**config.mk**
```make
export PLATFORM = sky130hd
export DESIGN_NAME = ctx_scheduler
export DESIGN_NICKNAME = d
export VERILOG_FILES = /design/src/rtl/ctx_scheduler.sv
export SDC_FILE = /design/constraint.sdc
export NUM_CORES = 1
export LEC_CHECK = 0
export BUFFER_PORTS_ARGS = -buffer_cell sky130_fd_sc_hd__buf_2
export CAP_MARGIN = 20
export CORE_UTILIZATION = 51
export DETAILED_ROUTE_END_ITERATION = 8
export GPL_TIMING_DRIVEN = 0
export PLACE_DENSITY = 0.71
export SETUP_SLACK_MARGIN = 0.1
export SLEW_MARGIN = 20
export SYNTH_ARGS = -nofsm -noshare
export SYNTH_HDL_FRONTEND = slang
export SYNTH_SLANG_ARGS = --single-unit
export TNS_END_PERCENT = 100
```
**constraint.sdc**
```tcl
create_clock -name clk -period 3.9 [get_ports clk]
set_input_delay 0.78 -clock clk [delete_from_list [all_inputs] [get_ports clk]]
set_output_delay 0.78 -clock clk [all_outputs]
set_load 0.01 [all_outputs]
```
**src/rtl/ctx_scheduler.sv**
```systemverilog
// Round-robin time-slice scheduler for the multi-context MIPS core.
// Sequences the save/restore handshake on quantum expiry or process halt.
module ctx_scheduler #(
  parameter int NPROC   = 4,
  parameter int IDW     = 2,
  parameter int QUANTUM = 8
) (
  input  logic            clk,
  input  logic            reset,
  input  logic            start,
  input  logic            cfg_we,
  input  logic [IDW-1:0]  cfg_id,
  input  logic [31:0]     cfg_base,
  input  logic            inst_done,
  input  logic            Halt,
  input  logic            save_ack,
  input  logic            load_ack,
  output logic            save_req,
  output logic            load_req,
  output logic [IDW-1:0]  ctx,
  output logic [31:0]     Base_addr,
  output logic            quantum,
  output logic            running,
  output logic [7:0]      slice_count,
  output logic            all_halted
);

  typedef enum logic [2:0] {
    S_IDLE   = 3'd0,
    S_SELECT = 3'd1,
    S_LOAD   = 3'd2,
    S_RUN    = 3'd3,
    S_SAVE   = 3'd4,
    S_DONE   = 3'd5
  } state_t;

  state_t           r_state;
  state_t           w_next;
  logic [NPROC-1:0] r_valid;
  logic [NPROC-1:0] r_done;
  logic [31:0]      r_base [NPROC];
  logic             r_first;
  logic [IDW-1:0]   r_ctx;
  logic [31:0]      r_base_addr;
  logic             r_quantum;
  logic [7:0]       r_slice_count;
  logic             r_save_req;
  logic             r_load_req;
  logic             r_running;
  logic             r_all_halted;

  logic [IDW-1:0]   w_start;
  logic [IDW-1:0]   w_idx;
  logic [IDW-1:0]   w_pick;
  logic             w_found;
  logic             w_expire;

  assign ctx         = r_ctx;
  assign Base_addr   = r_base_addr;
  assign quantum     = r_quantum;
  assign slice_count = r_slice_count;
  assign save_req    = r_save_req;
  assign load_req    = r_load_req;
  assign running     = r_running;
  assign all_halted  = r_all_halted;

  assign w_expire = inst_done && (r_slice_count == 8'(QUANTUM - 1));

  // Wrapping round-robin search; the current slot is visited last.
  always_comb begin
    w_start = r_first ? '0 : (r_ctx + IDW'(1'b1));
    w_found = 1'b0;
    w_pick  = '0;
    w_idx   = '0;
    for (int i = 0; i < NPROC; i++) begin
      w_idx = w_start + IDW'(i);
      if (!w_found && r_valid[w_idx] && !r_done[w_idx]) begin
        w_found = 1'b1;
        w_pick  = w_idx;
      end else begin
        w_found = w_found;
      end
    end
  end

  // State register.
  always_ff @(posedge clk) begin
    if (reset) begin
      r_state <= S_IDLE;
    end else begin
      r_state <= w_next;
    end
  end

  // Next-state logic; Halt outranks an expiring instruction.
  always_comb begin
    w_next = r_state;
    case (r_state)
      S_IDLE:   if (start)     w_next = S_SELECT; else w_next = S_IDLE;
      S_SELECT: if (w_found)   w_next = S_LOAD;   else w_next = S_DONE;
      S_LOAD:   if (load_ack)  w_next = S_RUN;    else w_next = S_LOAD;
      S_RUN: begin
        if (Halt)              w_next = S_SELECT;
        else if (w_expire)     w_next = S_SAVE;
        else                   w_next = S_RUN;
      end
      S_SAVE:   if (save_ack)  w_next = S_SELECT; else w_next = S_SAVE;
      S_DONE:                  w_next = S_DONE;
      default:                 w_next = S_IDLE;
    endcase
  end

  // Slot table, current context and slice accounting.
  always_ff @(posedge clk) begin
    if (reset) begin
      r_valid       <= '0;
      r_done        <= '0;
      r_first       <= 1'b1;
      r_ctx         <= '0;
      r_base_addr   <= 32'd0;
      r_quantum     <= 1'b0;
      r_slice_count <= 8'd0;
      for (int i = 0; i < NPROC; i++) r_base[i] <= 32'd0;
    end else begin
      case (r_state)
        S_IDLE: begin
          r_first <= 1'b1;
          if (cfg_we) begin
            r_base[cfg_id]  <= cfg_base;
            r_valid[cfg_id] <= 1'b1;
          end
        end
        S_SELECT: begin
          if (w_found) begin
            r_ctx       <= w_pick;
            r_base_addr <= r_base[w_pick];
            r_first     <= 1'b0;
          end
        end
        S_LOAD: begin
          if (load_ack) r_slice_count <= 8'd0;
        end
        S_RUN: begin
          if (Halt) begin
            r_done[r_ctx] <= 1'b1;
            r_quantum     <= 1'b0;
          end else if (inst_done) begin
            r_slice_count <= r_slice_count + 8'd1;
            if (w_expire) r_quantum <= 1'b1;
          end
        end
        default: begin
          r_first <= r_first;
        end
      endcase
    end
  end

  // Handshake and status outputs registered from the upcoming state.
  always_ff @(posedge clk) begin
    if (reset) begin
      r_save_req   <= 1'b0;
      r_load_req   <= 1'b0;
      r_running    <= 1'b0;
      r_all_halted <= 1'b0;
    end else begin
      r_save_req   <= (w_next == S_SAVE);
      r_load_req   <= (w_next == S_LOAD);
      r_running    <= (w_next == S_RUN);
      r_all_halted <= (w_next == S_DONE);
    end
  end

endmodule

```
## Word-level counts from Yosys, hierarchy flattened

Memories as Yosys holds them, arrays and structs flattened. A register that Yosys moved wholly into a read port is not among the register bits.
Cells that the tools add are included.

- Flip-flop bits (word level): 27
- Memory bits (read-only): 0
- Output and inout port bits: 47
- RAM bits: 128
- Latch bits: 0
- Logic and storage cells: 124
- Bits of input ports: 42
- Memories: 1

Memory list:

| name | depth | bits a word | rd ports | clocked after memory_dff | wr ports | line | text |
|---|---|---|---|---|---|---|---|
| r_base | 4 | 32 | 1 | 1 | 4 | 41 | `logic [31:0] r_base [NPROC];` |

- Div/mod/pow operators: 0
- Muxes and demuxes: 54
- Bitwise logic cells: 2
- Multiply operators: 0
- Add/subtract/negate cells: 5
- $lt $le $gt $ge: 8
- Eq/ne operators: 14
- Shift-type cells: 0
- Reductions and logical operators: 29

Operators with widths:

| kind | count |
|---|---|
| 2-to-1 mux 32 bit | 1 |
| OR reduction 32 bit | 1 |
| 2-to-1 mux 1 bit | 27 |
| 2-to-1 mux 8 bit | 3 |
| less-than comparator 2 x 3 -> 1 bit (second input constant) | 6 |
| case mux 3 bit (6 select lines) | 1 |
| binary-select mux 1 bit (select 2 bit) | 8 |
| case mux 8 bit (2 select lines) | 1 |
| equality test 3 x 2 -> 1 bit (second input constant) | 4 |
| equality test 3 bit (second input constant) | 4 |
| 2-to-1 mux 2 bit | 6 |
| 2-to-1 mux 3 bit | 4 |
| logical AND 1 bit | 10 |
| adder 8 x 1 -> 8 bit (second input constant) | 1 |
| equality test 8 x 3 -> 1 bit (second input constant) | 1 |
| inequality test 2 bit (second input constant) | 4 |
| bitwise OR 4 bit | 2 |
| AND reduction 2 bit | 4 |
| nonzero test 2 bit | 4 |
| logical NOT 1 bit | 7 |
| adder 2 x 1 -> 2 bit (second input constant) | 2 |
| adder 2 bit (second input constant) | 2 |
| demux 1 bit (select 2 bit) | 2 |
| greater-or-equal comparator 2 x 1 -> 1 bit (second input constant) | 2 |
| 5 further kinds | 5 |

## Depth between registers and ports, before layout

Gate-level depths: netlist (run 1).

- Depth after elaboration: 22
- Mapped depth: 11
- Depth with buffers taken out: 9

## Worst setup path before layout (run 1)

No wires, ideal clock.

- Kind: register to register
- Start point: reg r_ctx[0] (netlist: ctx[0])
- End point: reg r_base_addr[2] (netlist: Base_addr[2]) (read register of r_base)
- Setup time: 122 ps
- Required time: 3,778 ps
- Setup slack: 1,079 ps
- Path buffers: 1
- Stages on the path, launching flop included: 11
- Period minus slack after synthesis: 2,821 ps
- Arrival: 2,700 ps
- Path through: dfxtp_1 > inv_1 > ha_1 > xor2_1 > or2_2 > mux2i_1 > o21a_1 > nor2_4 > buf_6 > mux2_4 > a221o_1

- Cells in the longest elaborated chain, start to end: 20
- Elaborated cells between the ends (all ways): 44
- Classes of those cells: 4 x add/sub; 25 x mux; 15 x reduce/logical

Ends and longest elaborated chain:

| what | line | text |
|---|---|---|
| start: declaration | 43 | `logic [IDW-1:0] r_ctx;` |
| start signal: assignment | 135 | `r_ctx <= w_pick;` |
| adder 2 x 1 -> 2 bit * | 71 | `w_start = r_first ? '0 : (r_ctx + IDW'(1'b1));` |
| 2-to-1 mux 2 bit * | 71 |  |
| binary-select mux 1 bit (select 2 bit) | 77 | `if (!w_found && r_valid[w_idx] && !r_done[w_idx]) begin` |
| 2-to-1 mux 1 bit (not written as such) | 77 |  |
| logical NOT 1 bit | 77 |  |
| logical AND 1 bit | 77 |  |
| 2-to-1 mux 1 bit | 77 |  |
| logical NOT 1 bit | 77 |  |
| logical AND 1 bit (2 in a row) | 77 |  |
| 2-to-1 mux 1 bit | 77 |  |
| logical NOT 1 bit | 77 |  |
| logical AND 1 bit (2 in a row) | 77 |  |
| 2-to-1 mux 1 bit | 77 |  |
| logical NOT 1 bit | 77 |  |
| logical AND 1 bit (2 in a row) | 77 |  |
| 2-to-1 mux 1 bit | 77 |  |
| AND reduction 2 bit (no line) | n/a |  |
| end: declaration | 44 | `logic [31:0] r_base_addr;` |

Every way passes the cells marked *; elsewhere a longest branch is shown, timed or not. The select of a mux whose other input is x is not followed.
A chain may end at the register's enable or synchronous reset.

## Worst setup path after layout (run 1)

- Start point: reg r_ctx[0] (netlist: ctx[0])
- End point: reg r_base_addr[24] (netlist: Base_addr[24]) (read register of r_base)

Same word-level chain as after synthesis.

==> results of run 1 <==
==> cell usage in the layout (no fill, tap or decap), types with 5 or more instances in the layout <==
cell type,netlist,layout
a21oi_1,9,9
and2_1,132,132
mux2i_1,34,34
dfxtp_1,59,59
ha_1,5,5
inv_1,8,8
a221o_1,17,17
or2_2,6,6
o221ai_1,15,15
nand2_1,42,41
clkbuf_1,27,33
a211oi_1,15,15
nor2_1,39,39
clkbuf_16,0,22
edfxtp_1,128,128
nor2b_1,8,8
mux2_4,14,14
o21ai_0,7,7
nor3_1,7,6
buf_2,2,90
==> metrics by stage <==
stage | power, mW | worst slack [ns]
after floorplan | 2.79 | 1.08
after global placement | 2.98 | 0.540
after detailed placement | 3.01 | 0.422
after CTS | 4.74 | 0.389
after global routing | 4.87 | 0.286
final | 4.72 | 0.487
==> worst max path at each step <==
stage / from / end / cells after the start / slack [ns]
after global placement: ctx[0] / Base_addr[27] / 10 / 0.54
after floorplan: ctx[0] / Base_addr[2] / 10 / 1.08
after global routing: ctx[0] / Base_addr[30] / 10 / 0.29
after detailed placement: ctx[0] / Base_addr[24] / 10 / 0.42
final: ctx[0] / Base_addr[24] / 10 / 0.49
after CTS: ctx[0] / Base_addr[24] / 10 / 0.39
==> critical path, cell delays in order (launching register included) <==
cell and delay (ns):
dfxtp_1 0.53, inv_1 0.15, ha_1 0.39, or3_1 0.44, a31oi_1 0.39, and2_1 0.27
or3b_2 0.46, buf_2 0.19, buf_2 0.22, nor2_1 0.15, a211oi_1 0.07
==> state kept, by name, indices dropped and copies added (netlist names) <==
name         cells
r_base         128
r_valid          4
save_req         1
all_halted       1
ctx              2
slice_count      8
Base_addr       32
load_req         1
r_first          1
r_done           4
r_state          3
quantum          1
running          1
==> layout make-up <==
| type | instances | area, um^2 |
|---|---|---|
| inverter | 8 | 30.0 |
| timing repair buffer | 89 | 460 |
| clock inverter | 2 | 13.8 |
| sequential | 187 | 5020 |
| clock buffer | 30 | 601 |
| multi-input combinational | 409 | 2830 |
| fill | 1235 | 5920 |
| tap | 211 | 264 |
| buffer | 37 | 175 |
==> report_power, final <==
| group | switching, mW | total (mW) | internal [mW] |
|---|---|---|---|
| sequential | 0.0599 | 2.33 | 2.27 |
| combinational | 0.373 | 0.641 | 0.268 |
| clock | 0.702 | 1.75 | 1.04 |
| total | 1.13 | 4.72 | 3.58 |
==> layer usage <==
metal / wire, um / vias up / global-route usage, % / part of all wire (%)
li1: - / 2523 / - / -
met1: 7800 / 2584 / 29.4 / 43
met2: 9160 / 199 / 40.6 / 50
met3: 982 / 29 / 4.31 / 5.4
met4: 274 / 0 / 7.89 / 1.5
met5: 0 / - / 0 / 0
==> cell families after synthesis <==
group | count (synthesis) | synth area share, %
compound gates | 84 | 8.22
xor+xnor | 7 | 0.762
fa+ha+maj | 5 | 0.777
buf+inv | 45 | 2.55
flops | 187 | 62.4
mux | 51 | 7.26
simple gates | 262 | 18.0
==> metrics, run 1 <==
post-layout util=between 60% and 70%; gr ovfl total=0; area grow syn2layout=16.8%; post-CTS setup buffer count=0; post-CTS resize count=0; worst slew pin tran=between 1 and 1.5 ns; Data required, critical path=about 4.2 ns; height of the chip=128 um; sequential share of the synthesized area=around 62%; hold buffer count at cts=0; cell taking the most area after synthesis=edfxtp_1; most common cell in the netlist=and2_1; element type at the critical path end=flip-flop; clock tree buffer depth=2; total CTS buffers=17; largest net degree at the start of global routing=33; io pins=slightly below 90; Lkg Pwr=3.71 nW; reg2reg setup slack=slightly below 0.5 ns; clk root buf=clkbuf_16; r2r endpoint=Base_addr[24]; EDFF count, synth=128; Netlist cell types=52; CTS H-tree depth=4; Final Max Tran Viols=0; HP Start=r_valid[2]; Setup TNS=0 ns; DRT Pass-1 Iters=5; Hold EP=r_valid[2]; via count=between 5000 and 6000; Max-Cap Viols=0; drt wl/cell=18.7 um; R2R Path Start=ctx[0]; syn_nets=around 690; Cell Count, Final, Fillers Out=around 970; Placed Cells=around 940; Peak VDD IR=between 0.0003 and 0.0004 V; CTS tree=built; vias in the first global route=between 5000 and 6000; status=completed; share of the synthesized area in the top cell type=between 40% and 50%; dpl hpwl=between 10 and 15 mm; cells on worst reg2reg path=10; Tcrit/Tclk final=approximately 88%; # rows=between 40 and 50; Final Hold Slack=around 0.47 ns; Placement Cell Area=around 0.009 mm^2; Yosys warnings=0; Total Routing Usage GR=between 20% and 30%; Die Wd=around 130 um; Clock Skew=0.00716 ns; fraction of layout cells with a size suffix above 1=20.3%; kind of critical path=reg -> reg; CTS sink count=about 190; WL final=around 18 mm; Hold Crit Class=reg -> reg; worst skew pair latency=around 0.43 ns; fin nets=~800; ys flop type=edfxtp_1; Post-synth top cells=and2_1 (132), edfxtp_1 (128), dfxtp_1 (59); power per cell area=roughly 500 mW/mm^2; # setup viols final=0; Critical Path Fanout Max=10; DRC=0; Reg clk slew, reported paths=0.07 ns; synth top area cells=edfxtp_1 (48%), dfxtp_1 (15%), and2_1 (10%); remaining antenna violation count=0; WHS Path Cells=1; Startpoint Class=flip-flop; Yosys reg bits=187; Core Area=about 0.015 mm^2; crit path time final=~3.4 ns; Post-Synthesis Cells=about 640; Peak Freq=approximately 0.29 GHz; antenna violations before repair=0; design area=about 0.0094 mm^2; GP Congestion=between 0.8 and 0.9; ANT cells=0; Async SR Flop Fraction=0%; Mapped Area=0.00805 mm^2; Syn Area/Cell=around 13 um^2; number of port buffers=between 80 and 90; critical path data arrival time=3.70 ns; RSZ-0062 raised after global routing=false; DRT iter0 DRCs=~300; initial core utilization=a little over half; global-route wire length before repair=around 28 mm; Hold Fails Final Rpt=0; Rel. slew slack=between 20 and 30%; Avg Vias per Cell=around 5.5; full die area=about 0.016 mm^2
(Power assumes the default switching activity.)
==> run 2, diff against run 1 <==
--- a/config.mk
+++ b/config.mk
@@ -7,10 +7,12 @@
 export LEC_CHECK = 0
 export BUFFER_PORTS_ARGS = -buffer_cell sky130_fd_sc_hd__buf_2
 export CAP_MARGIN = 20
-export CORE_UTILIZATION = 51
+export CELL_PAD_IN_SITES_DETAIL_PLACEMENT = 1
+export CELL_PAD_IN_SITES_GLOBAL_PLACEMENT = 1
+export CORE_UTILIZATION = 47
 export DETAILED_ROUTE_END_ITERATION = 8
 export GPL_TIMING_DRIVEN = 0
-export PLACE_DENSITY = 0.71
+export PLACE_DENSITY_LB_ADDON = 0.1
 export SETUP_SLACK_MARGIN = 0.1
 export SLEW_MARGIN = 20
 export SYNTH_ARGS = -nofsm -noshare
==> run 2 against run 1 <==
- combinational power up 3.3%
- maximum frequency down 2.9%
- critical path depth unchanged
- first-iteration DRC count down 18%
- cell count up 1.0%
- critical path type unchanged
==> metrics, run 2 (synthesis results as in run 1) <==
CTS sink count=187 (unchanged); cells on worst reg2reg path=10 (unchanged); initial core utilization=48.4% (-4.2 points); Setup TNS=0 ns (unchanged); Final Max Tran Viols=0 (unchanged); fin nets=797 (+0.13%); Die Wd=133 um (+4.1%); Peak VDD IR=0.000340 V (-8.2%); # setup viols final=0 (unchanged); fraction of layout cells with a size suffix above 1=21.0% (+0.63 points); commonest non-fill, non-tap cell in the layout=and2_1; io pins=89 (unchanged); Placement Cell Area=0.00879 mm^2 (+0.13%); beginning of the critical path=ctx[0]; DRT iter0 DRCs=247 (-18%); Avg Vias per Cell=5.51 (+0.58%); r2r endpoint=Base_addr[18]; vias in the first global route=5805 (+7.8%); Sw Ratio=26.0% (+1.9 points); CTS tree=built; Logic pwr share=13.8% (+0.2 points); HP Start=r_valid[2]; CTS H-tree depth=4 (unchanged); Startpoint Class=flip-flop; Data required, critical path=4.24 ns (+0.06 ns); dpl hpwl=13.6 mm (+15%); part of the power in the clock network=37.8% (+0.8 points); Largest register FFs=128 (unchanged); full die area=0.0177 mm^2 (+8.4%); global-route wire length before repair=32.5 mm (+16%); worst slew pin tran=1.03 ns (-0.0385 ns); reg2reg setup slack=0.38 ns (-0.10 ns); status=completed; Core Area=0.0166 mm^2 (+8.7%); largest net degree at the start of global routing=33 (unchanged); P_int=3.56 mW (-0.60%); Critical Path Fanout Max=10 (unchanged); RSZ-0062 raised after global routing=false; crit path time final=3.52 ns (+0.102 ns); worst skew pair latency=0.44 ns (about the same); number of port buffers=88 (unchanged); Hold Fails Final Rpt=0 (unchanged); Hold EP=r_valid[2]; fillers=1741 (+41%); Peak Freq=0.284 GHz (-2.9%); height of the chip=133 um (+4.1%); GP Congestion=0.814 (-7.7%); Reg clk slew, reported paths=0.07 ns (about the same); Lkg Pwr=3.71 nW (-0.16%); Sequential Power Share=48.5% (-0.9 points); drt wl/cell=21.2 um (+13%); design area=0.00941 mm^2 (about the same); critical path data arrival time=3.85 ns (+0.15 ns); WHS Path Cells=1 (unchanged); clock tree buffer depth=2 (unchanged); Top reg by flops=r_base; gr ovfl total=0 (unchanged); Net Switching=1.25 mW (+10%); remaining antenna violation count=0 (unchanged); Rel. slew slack=31.3% (+2.7 points); total CTS buffers=17 (unchanged); most frequent cells in the layout=and2_1 (132), edfxtp_1 (128), buf_2 (91); ANT cells=0 (unchanged); Clock Skew=0.00991 ns (+0.00275 ns); post-layout util=56.5% (-4.9 points); hold buffer count at cts=0 (unchanged); Hold Crit Class=reg -> reg; area grow syn2layout=16.9% (about the same); element type at the critical path end=flip-flop; # rows=47 (+4.4%); Max-Cap Viols=0 (unchanged); R2R Path Start=ctx[0]; via count=5421 (+1.6%); Total Routing Usage GR=25.0% (+1.6 points); Tcrit/Tclk final=90.2% (+2.6 points); power per cell area=511 mW/mm^2 (+1.9%); WL final=20.8 mm (+14%); kind of critical path=reg -> reg; DRC=0 (unchanged); clk root buf=clkbuf_16; antenna violations before repair=1 (+1); DRT Pass-1 Iters=4 (-1)
[run 2: changes by cell type in the layout (fill, tap and decap cells not counted), sizes merged]
cell | previous run | this run
bufinv | 0 | 3
inv | 8 | 14
clkinvlp | 0 | 3
clkbuf | 57 | 45
buf | 99 | 100
[run 2: layer usage]
| layer | wire length [um] | part of all wire [%] | global-route usage (%) | vias to the layer above |
|---|---|---|---|---|
| li1 | - | - | - | 2524 |
| met4 | 260 | 1.2 | 7.98 | 2 |
| met1 | 9140 | 44 | 31.2 | 2758 |
| met5 | 8 | 0.038 | 0 | - |
| met3 | 894 | 4.3 | 4.98 | 24 |
| met2 | 10500 | 51 | 43.4 | 113 |
[run 2: what timing repair did]
item                                    in CTS  in global routing
buffers inserted                             0                  0
resized for setup                            0                  1
endpoints found under the setup margin       0                 10
[run 2: final cells by class]
class,count,area [um^2],area share [%]
sequential,187,5020,53.4
multi-input combinational,409,2830,30.0
timing repair buffer,90,465,4.95
clock buffer,18,429,4.56
tap,220,275,2.93
clock inverter,14,181,1.93
buffer,37,175,1.86
inverter,8,30.0,0.319
[run 2: how the worst max path moves through the flow]
stage / end / slack, ns / cells past startpoint
floorplan: Base_addr[2] / 1.08 / 10
global placement: Base_addr[26] / 0.44 / 10
detailed placement: Base_addr[18] / 0.22 / 10
CTS: Base_addr[18] / 0.19 / 10
global route: Base_addr[18] / 0.11 / 10
finish: Base_addr[18] / 0.38 / 10
[run 2: worst max-delay path: stages, from the launching register on]
cell and delay (ns):
dfxtp_1 0.53, inv_1 0.15, ha_1 0.39, xor2_1 0.19, or2_2 0.33, mux2i_1 0.13
o21a_1 0.25, o21ai_2 0.44, clkbuf_1 0.51, o221ai_1 0.24, a211oi_1 0.26
[run 2: power groups by stage]
stage / clock network (mW) / registers, mW / logic, mW
2_1_floorplan: 0 / 2.37 / 0.420
3_3_place_gp: 0 / 2.36 / 0.633
3_5_place_dp: 0 / 2.37 / 0.658
4_1_cts: 1.84 / 2.33 / 0.665
5_1_grt: 1.91 / 2.34 / 0.714
6_report: 1.82 / 2.33 / 0.662
[run 2: per-stage QoR]
stage	std cells	worst slack (ns)	power, mW	hold WS [ns]
3_5_place_dp	950	0.222	3.03	0.449
5_1_grt	983	0.106	4.97	0.499
4_1_cts	982	0.189	4.83	0.470
6_report	983	0.384	4.81	0.466
2_1_floorplan	641	1.08	2.79	0.428
3_3_place_gp	949	0.443	3.00	0.446
